**src/rtl/six_ten_counter_pkg.sv**
```systemverilog
// Shared constants for the modulo-60 BCD counter: digit limits and
// seven-segment codes in {g,f,e,d,c,b,a} order, active-high.
`timescale 1ns/1ps
package six_ten_counter_pkg;

    localparam logic [3:0] ONES_MAX  = 4'd9;
    localparam logic [3:0] TENS_MAX  = 4'd5;

    localparam logic [6:0] SEG_0     = 7'h3F;
    localparam logic [6:0] SEG_1     = 7'h06;
    localparam logic [6:0] SEG_2     = 7'h5B;
    localparam logic [6:0] SEG_3     = 7'h4F;
    localparam logic [6:0] SEG_4     = 7'h66;
    localparam logic [6:0] SEG_5     = 7'h6D;
    localparam logic [6:0] SEG_6     = 7'h7D;
    localparam logic [6:0] SEG_7     = 7'h07;
    localparam logic [6:0] SEG_8     = 7'h7F;
    localparam logic [6:0] SEG_9     = 7'h6F;
    localparam logic [6:0] SEG_BLANK = 7'h00;

endpackage

```
**src/rtl/six_ten_counter_bcd_to_seg.sv**
```systemverilog
// BCD digit to seven-segment decoder; codes 10-15 blank. Output is
// inverted when SEG_ACTIVE_LOW is set, for common-anode displays.
`timescale 1ns/1ps
module bcd_to_seg
    import six_ten_counter_pkg::*;
#(
    parameter bit SEG_ACTIVE_LOW = 1'b0
) (
    input  logic [3:0] i_bcd,
    output logic [6:0] o_seg
);

    logic [6:0] w_seg;

    // Active-high segment lookup
    always_comb begin
        w_seg = SEG_BLANK;
        case (i_bcd)
            4'd0:    w_seg = SEG_0;
            4'd1:    w_seg = SEG_1;
            4'd2:    w_seg = SEG_2;
            4'd3:    w_seg = SEG_3;
            4'd4:    w_seg = SEG_4;
            4'd5:    w_seg = SEG_5;
            4'd6:    w_seg = SEG_6;
            4'd7:    w_seg = SEG_7;
            4'd8:    w_seg = SEG_8;
            4'd9:    w_seg = SEG_9;
            default: w_seg = SEG_BLANK;
        endcase
    end

    assign o_seg = SEG_ACTIVE_LOW ? ~w_seg : w_seg;

endmodule

```
**src/rtl/six_ten_counter.sv**
```systemverilog
// Free-running modulo-60 BCD counter (00..59) with binary count,
// terminal-count flag and seven-segment outputs for both digits.
`timescale 1ns/1ps
module six_ten_counter
    import six_ten_counter_pkg::*;
#(
    parameter bit SEG_ACTIVE_LOW = 1'b0
) (
    input  logic       clk,
    input  logic       rst,
    output logic [3:0] ones,
    output logic [3:0] tens,
    output logic [5:0] count,
    output logic       tc,
    output logic [6:0] seg_ones,
    output logic [6:0] seg_tens
);

    logic [3:0] r_ones;
    logic [3:0] r_tens;
    logic [3:0] w_ones_nxt;
    logic [3:0] w_tens_nxt;

    // Next-state: units increment, carry into tens, illegal states recover to 00
    always_comb begin
        w_ones_nxt = 4'd0;
        w_tens_nxt = 4'd0;
        if ((r_ones > ONES_MAX) || (r_tens > TENS_MAX)) begin
            w_ones_nxt = 4'd0;
            w_tens_nxt = 4'd0;
        end else if (r_ones == ONES_MAX) begin
            w_ones_nxt = 4'd0;
            if (r_tens == TENS_MAX) begin
                w_tens_nxt = 4'd0;
            end else begin
                w_tens_nxt = r_tens + 4'd1;
            end
        end else begin
            w_ones_nxt = r_ones + 4'd1;
            w_tens_nxt = r_tens;
        end
    end

    // Digit registers with asynchronous reset to 00
    always_ff @(posedge clk or posedge rst) begin
        if (rst) begin
            r_ones <= 4'd0;
            r_tens <= 4'd0;
        end else begin
            r_ones <= w_ones_nxt;
            r_tens <= w_tens_nxt;
        end
    end

    assign ones  = r_ones;
    assign tens  = r_tens;
    // tens*10 computed as tens*8 + tens*2
    assign count = {r_tens[2:0], 3'b000} + {2'b00, r_tens[2:0], 1'b0} + {2'b00, r_ones};
    assign tc    = (r_tens == TENS_MAX) && (r_ones == ONES_MAX);

    bcd_to_seg #(.SEG_ACTIVE_LOW(SEG_ACTIVE_LOW)) u_seg_ones (
        .i_bcd (r_ones),
        .o_seg (seg_ones)
    );

    bcd_to_seg #(.SEG_ACTIVE_LOW(SEG_ACTIVE_LOW)) u_seg_tens (
        .i_bcd (r_tens),
        .o_seg (seg_tens)
    );

endmodule

```
**config.mk**
```make
export PLATFORM = sky130hd
export DESIGN_NAME = six_ten_counter
export DESIGN_NICKNAME = d
export VERILOG_FILES = /design/src/rtl/six_ten_counter_pkg.sv /design/src/rtl/six_ten_counter_bcd_to_seg.sv /design/src/rtl/six_ten_counter.sv
export SDC_FILE = /design/constraint.sdc
export NUM_CORES = 1
export LEC_CHECK = 0
export ABC_AREA = 1
export CORE_MARGIN = 4
export CORE_UTILIZATION = 45
export DETAILED_ROUTE_END_ITERATION = 12
export PLACE_DENSITY_LB_ADDON = 0.05
export SLEW_MARGIN = 0
export SYNTH_ARGS = -nofsm -noshare
export SYNTH_HDL_FRONTEND = slang
export SYNTH_SLANG_ARGS = --single-unit
```
**constraint.sdc**
```tcl
create_clock -name clk -period 3.2 [get_ports clk]
set_input_delay 0.48 -clock clk [delete_from_list [all_inputs] [get_ports clk]]
set_output_delay 0.48 -clock clk [all_outputs]
set_load 0.02 [all_outputs]
```
==> flow_metrics.py, run 1 <==
metrics = {
    "floorplanning": {
        "die_x_um": 54.90,
        "core_area_um2": 2022,
        "die_y_um": 54.90,
        "die_area_um2": 3013,
        "ios": 31,
        "std_cell_rows": 16,
        "start_util": 0.4895,
    },
    "global_route": {
        "grt_overflow_total": 0,
        "antenna_found_initial": 0,
        "grt_pass1_vias": 896,
        "grt_use_total": 0.1703,
        "grt_max_degree": 15,
        "grt_pass1_wl_um": 3843,
    },
    "synthesis": {
        "synthFlopType": "dfrtp_1",
        "yosysMostFrequentCell": "nand2_1",
        "synth_nets": 156,
        "synth_area_leaders": "ha_1 23%, dfrtp_1 20%, nand2_1 15%, inv_1 5.3%, o21ai_0 5.1%",
        "yosysUniqueCellTypes": 22,
        "seq_area_frac_synth": 0.2023,
        "syn_area_per_cell_um2": 7.386,
        "async_reset_ff_frac": 1.000,
        "synth_top_cells_by_count": "40 x nand2_1, 18 x ha_1, 14 x inv_1",
        "syn-cell-area_um2": 989.7,
        "synth-edff-count": 0,
        "ys_warn_count": 0,
        "synth_top_area_frac": 0.2276,
        "yosysTopAreaCell": "ha_1",
        "synth.ff_latch_count": 8,
        "syn_inst": 134,
    },
    "sta": {
        "slew_viol_final": 0,
        "tns_ns": 0,
        "slew_headroom": 0.7888,
        "finClkSkew_ns": 0.0001266,
        "finalCriticalPeriod_ns": 3.058,
        "fin_crit_sh": 0.9555,
        "setup_viol": 0,
        "hold_viol": 0,
        "hold-worst-slack_ns": 0.4695,
        "tightest_slew_ns": 0.3165,
        "clock.fmax_ghz": 0.3271,
        "rsz0062_at_grt": "no",
    },
    "pwr": {
        "switching_share": 0.2034,
        "p_seq_frac": 0.555,
        "p_comb_frac": 0.017,
        "vdd.ir_drop.worst_uv": 166.6,
        "p_leak_nw": 0.6985,
        "p_int_mw": 0.1453,
        "power_density_nw_per_um2": 136.3,
        "p_switching_mw": 0.03711,
        "p_clk_frac": 0.428,
    },
    "cells_and_area": {
        "antenna_cells": 0,
        "final_nets": 190,
        "final_cell_count_no_fill": 193,
        "multi_input_area_um2": 694.4,
        "fillers": 195,
        "final-seq-area_um2": 201.4,
        "synthToLayoutAreaGrowth_pct": 35.27,
        "drive_gt1_frac": 0.09639,
    },
    "setup_path": {
        "start_kind": "register",
        "crit_arrival_ns": 2.58,
        "crit_slowest_cell": "clkdlybuf4s50_1",
        "crit_type": "register to output pin",
        "cp_slowest_stage_delay_ns": 0.61,
        "cp_top_family": "adder cells",
        "cp.required_ns": 2.72,
        "crit_buf_inv": 3,
        "cp_max_fo": 9,
        "cp_cell_sequence": "inv_1, fa_1, inv_1, fa_1, xor2_1, clkdlybuf4s50_1",
        "end_kind": "output pin",
    },
    "detailed_routing": {
        "vias": 938,
        "dr.pass1.iters": 4,
        "drtIter0Drc": 23,
        "wl_um": 2187,
        "wire_per_inst_um": 11.33,
        "viasPerCell": 4.860,
        "drcViolationCount": 0,
        "ant_nets": 0,
    },
    "cts": {
        "cts_buffer_depth": 2,
        "cts_root_buf": "clkbuf_4",
        "numCtsBuffers": 3,
        "tritoncts": "yes",
        "cts-htree-levels": 1,
        "clock-sinks": 8,
        "clock_latency_ns": 0.25,
        "clkSlewWorstSetupHoldPaths_ns": 0.05,
    },
    "run": {
        "maxCapViolations": 0,
    },
    "placement": {
        "place_congestion": 0.7579,
        "placed_cells": 190,
        "dp.final_hpwl_um": 1773,
        "io_buffers": 30,
    },
    "outcome": {
        "status": "finished clean",
    },
    "worst_hold_path": {
        "hp-class": "input port to asynchronous set/reset pin",
    },
}
## repair_timing
item	in CTS	in global routing
endpoints found under the setup margin	0	3
resized for setup	0	1
hold buffers	0	0
setup buffers	0	0
## final cells by class
type / count / share of cell area
Clock buffer: 3 / 0.01682
Inverter: 17 / 0.04766
Multi-Input combinational cell: 105 / 0.5187
Sequential cell: 8 / 0.1505
Tap cell: 27 / 0.02523
Timing Repair Buffer: 33 / 0.2411
## power groups by stage
stage | combinational [mW] | clock (mW) | sequential, mW
detailed placement | 0.00331 | 0 | 0.103
global placement | 0.00325 | 0 | 0.103
floorplan | 0.00158 | 0 | 0.103
global route | 0.00361 | 0.0867 | 0.101
finish | 0.00317 | 0.0780 | 0.101
CTS | 0.00331 | 0.0796 | 0.101
## per-layer routing
| layer | part of all wire | vias up | track usage |
|---|---|---|---|
| met5 | 0 | - | 0 |
| met1 | 0.46 | 419 | 0.2206 |
| li1 | - | 488 | - |
| met2 | 0.48 | 28 | 0.2972 |
| met4 | 0.0096 | 0 | 0.04858 |
| met3 | 0.054 | 3 | 0.01877 |
## cells in the final DEF (no fill, tap or decap), types with 5 or more instances in the layout
cell type	netlist	layout
nand2_1	40	40
clkdlybuf4s50_1	0	30
ha_1	18	18
inv_1	14	14
o21ai_0	10	10
nand3_1	8	8
nor2_1	7	7
dfrtp_1	8	7
a21oi_1	5	5
## final timing paths
| check | endpoint | cells after the start | slack, ns | start |
|---|---|---|---|---|
| setup / recovery | count[4] | 6 | 0.14 | tens[0] |
| hold / removal | tens[2] | 2 | 0.47 | rst |
| setup reg to reg | tens[0] | 7 | 1.70 | tens[1] |
| hold reg to reg | ones[0] | 1 | 0.58 | ones[0] |
| max in group asynchronous | tens[0] | 2 | 2.48 | rst |
| min in group clk | ones[0] | 1 | 0.58 | ones[0] |
## sequential cells by signal, summed over array words and instances (netlist names)
register	cells
ones	4
tens	4
## through the flow
step                  util  worst slack, ns  power, mW  cell area [µm²]
floorplan                -           0.5541     0.1046            989.7
global placement    0.6504           0.3352     0.1063             1315
detailed placement  0.6504           0.3050     0.1063             1315
CTS                 0.6615          0.03098     0.1841             1338
global route        0.6621          0.01962     0.1914             1339
finish              0.6621           0.1424     0.1824             1339
## logic make-up (layout without fill, tap and decap cells)
logic type	count (synthesis)	count (layout)	synth area share
AOI/OAI and AO/OA	16	16	0.08090
xor gates and xnor gates	4	4	0.03540
adders and majority gates	20	20	0.2680
buffers and inverters	21	53	0.09607
DFF	8	8	0.2023
and+or+nand+nor	65	65	0.3173
Note: power is estimated with default switching activity, not from simulation.
==> run 2: changes to the inputs <==
Settings changed: GPL_ROUTABILITY_DRIVEN from default to 0.
==> results of run 2 <==
Final layout, timing and power as in run 1 (identical DEF).
==> run 3: changes to the inputs <==
Settings changed: SKIP_CTS_REPAIR_TIMING from default to 1.
==> results of run 3 <==
Final layout, timing and power as in run 1 (identical DEF).
==> patch (config.mk and constraints of run 3) <==
`SEG_ACTIVE_LOW` is set to 1'b0 in 2 places; all go to 1'b1.
--- a/src/rtl/six_ten_counter_bcd_to_seg.sv
+++ b/src/rtl/six_ten_counter_bcd_to_seg.sv
@@ -4,7 +4,7 @@
 module bcd_to_seg
     import six_ten_counter_pkg::*;
 #(
-    parameter bit SEG_ACTIVE_LOW = 1'b0
+    parameter bit SEG_ACTIVE_LOW = 1'b1
 ) (
     input  logic [3:0] i_bcd,
     output logic [6:0] o_seg
--- a/src/rtl/six_ten_counter.sv
+++ b/src/rtl/six_ten_counter.sv
@@ -4,7 +4,7 @@
 module six_ten_counter
     import six_ten_counter_pkg::*;
 #(
-    parameter bit SEG_ACTIVE_LOW = 1'b0
+    parameter bit SEG_ACTIVE_LOW = 1'b1
 ) (
     input  logic       clk,
     input  logic       rst,
Function: changed (Yosys sat finds a counterexample within 4 cycles, from zero or initial values and one cycle with rst high).
==> patch against run 3 <==
Core utilization fell by 0.27 points; synthesized cell count is 1.5% higher; synthesized area down 6.8%; sequential cell count did not move; worst setup slack better by 0.042 ns; design area decreased by 3.4%; routed wire length increased by 0.87%; power is 0.44% lower.
==> patch: results (changes against run 3) <==
Status
  – Outcome: finished clean (unchanged)

GRT
  – Initial antenna violation count: 0 (unchanged)
  – Vias in the first global route: 834 (was 896)
  – Largest net degree at the start of global routing: 13 (was 15)
  – Met3 Usage GRT: 1.690% (was 1.877%)
  – Met2 global-route usage: 25.71% (was 29.72%)
  – Met1 Use GR: 25.30% (was 22.06%)
  – Total track usage: 17.09% (was 17.03%)
  – First-pass GRT wire length: 3636 microns (was 3843 microns)

Drt
  – DRT iter0 DRCs: 24 (was 23)
  – Routed via count: 964 (was 938)
  – Via-to-Cell Ratio: 4.893 (was 4.860)
  – Routed len/inst: 11.20 microns (was 11.33 microns)
  – Drt first pass iters: 4 (unchanged)

Clock tree
  – Clock Tree Buf Depth: 2 (unchanged)
  – Root buffer cell: clkbuf_4 (unchanged)
  – TritonCTS Buffers: 3 (unchanged)
  – Worst skew pair latency: 0.26 ns
  – Htree depth: 1 (unchanged)
  – CTS clk-pin slew, worst paths: 0.06 ns

Layout
  – Fillers: 191 (was 195)
  – Share of layout cells above drive strength 1: 4.706% (was 9.639%)
  – Number of diodes: 0 (unchanged)

Yosys
  – Syn Nets: 157 (was 156)
  – Sequential share of the synthesized area: 21.71% (was 20.23%)
  – Ys async rst share: 100.0% (unchanged)
  – Synth top area cells: ha_1 (23%), dfrtp_1 (22%), nand2_1 (15%) (was ha_1 (23%), dfrtp_1 (20%), nand2_1 (15%))
  – Most frequent cells after synthesis: nand2_1 (38), inv_1 (23), ha_1 (17) (was nand2_1 (40), ha_1 (18), inv_1 (14))
  – Main synth FF type: dfrtp_1 (unchanged)
  – Syn_area_per_cell: 6.780 sq um (was 7.386 sq um)
  – Library cells used by synthesis: 17 (was 22)
  – Top-count cell post-synth: nand2_1 (unchanged)
  – Yosys warns: 0 (unchanged)

Worst hold path
  – Worst hold path type: input port to asynchronous set/reset pin (unchanged)

Place
  – Port Buf Inserts: 30 (unchanged)
  – Placed cells: 194 (was 190)
  – Final HPWL DP: 1761 microns (was 1773 microns)

Critical path
  – CP Max Fanout: 6 (was 9)

Power
  – Lkg Pwr: 0.7407 nW (was 0.6985 nW)
  – Worst vdd ir: 0.1652 mV (was 0.1666 mV)

STA
  – Tightest Pin Transition: 0.5470 ns (was 0.3165 ns)
  – Clock Skew: 0.007729 ns (was 0.0001266 ns)
## patch: layout make-up
type	count	share of cell area [%]
clock buffers	3	1.741
inverters	24	6.963
multi-input cells	102	47.87
flip-flops and latches	8	15.47
well taps	27	2.611
repair buffers	33	25.34
## patch: path summary, 6_finish.rpt
path	endpoint	cells after the start	start	slack, ns
max	count[3]	5	ones[3]$_DFF_PP0_	0.18
min	ones[3]$_DFF_PP0_	2	rst	0.46
max reg2reg	tens[1]$_DFFE_PP0P_	9	ones[1]$_DFF_PP0_	1.56
min reg2reg	tens[3]$_DFFE_PP0P_	3	tens[3]$_DFFE_PP0P_	0.70
max in group asynchronous	ones[2]$_DFF_PP0_	2	rst	2.50
min in group clk	tens[3]$_DFFE_PP0P_	3	tens[3]$_DFFE_PP0P_	0.70
## patch: logic make-up after synthesis
family                   share of synthesized area (%)
AND/OR/NAND/NOR                                  30.39
buffers and inverters                            11.13
adder cells (fa/ha/maj)                          27.41
AO/OA/AOI/OAI                                    7.462
flip-flops                                       21.71
XOR/XNOR                                         1.900
## patch: per-layer routing
layer / wire length, microns / share of wire, %
met5: 0 / 0
met4: 23 / 1.0
met3: 149 / 6.8
met2: 1001 / 45
met1: 1032 / 47
## patch: worst max-delay path: stages (launching register included)
cell	delay (ns)
dfrtp_1	0.39
inv_1	0.13
fa_1	0.54
inv_1	0.07
fa_1	0.54
clkdlybuf4s50_1	0.61
## patch: metrics by stage
| step | util [%] | worst slack, ns | cell area (sq um) | total power [mW] | hold slack (ns) |
|---|---|---|---|---|---|
| 3_5_place_dp | 64.54 | 0.3867 | 1266 | 0.1063 | 0.6901 |
| 6_report | 65.94 | 0.1849 | 1294 | 0.1816 | 0.4628 |
| 3_3_place_gp | 64.54 | 0.4384 | 1266 | 0.1062 | 0.6768 |
| 5_1_grt | 65.94 | 0.02784 | 1294 | 0.1921 | 0.4905 |
| 4_1_cts | 65.69 | 0.1008 | 1289 | 0.1850 | 0.4678 |
| 2_1_floorplan | - | 0.6134 | 922.1 | 0.1046 | 0.2957 |
## patch: power breakdown
group,switching [mW],internal [mW],leakage (nW)
logic,0.00202,0.00113,0.629
clock network,0.0343,0.0429,0.0138
registers,0,0.101,0.0978
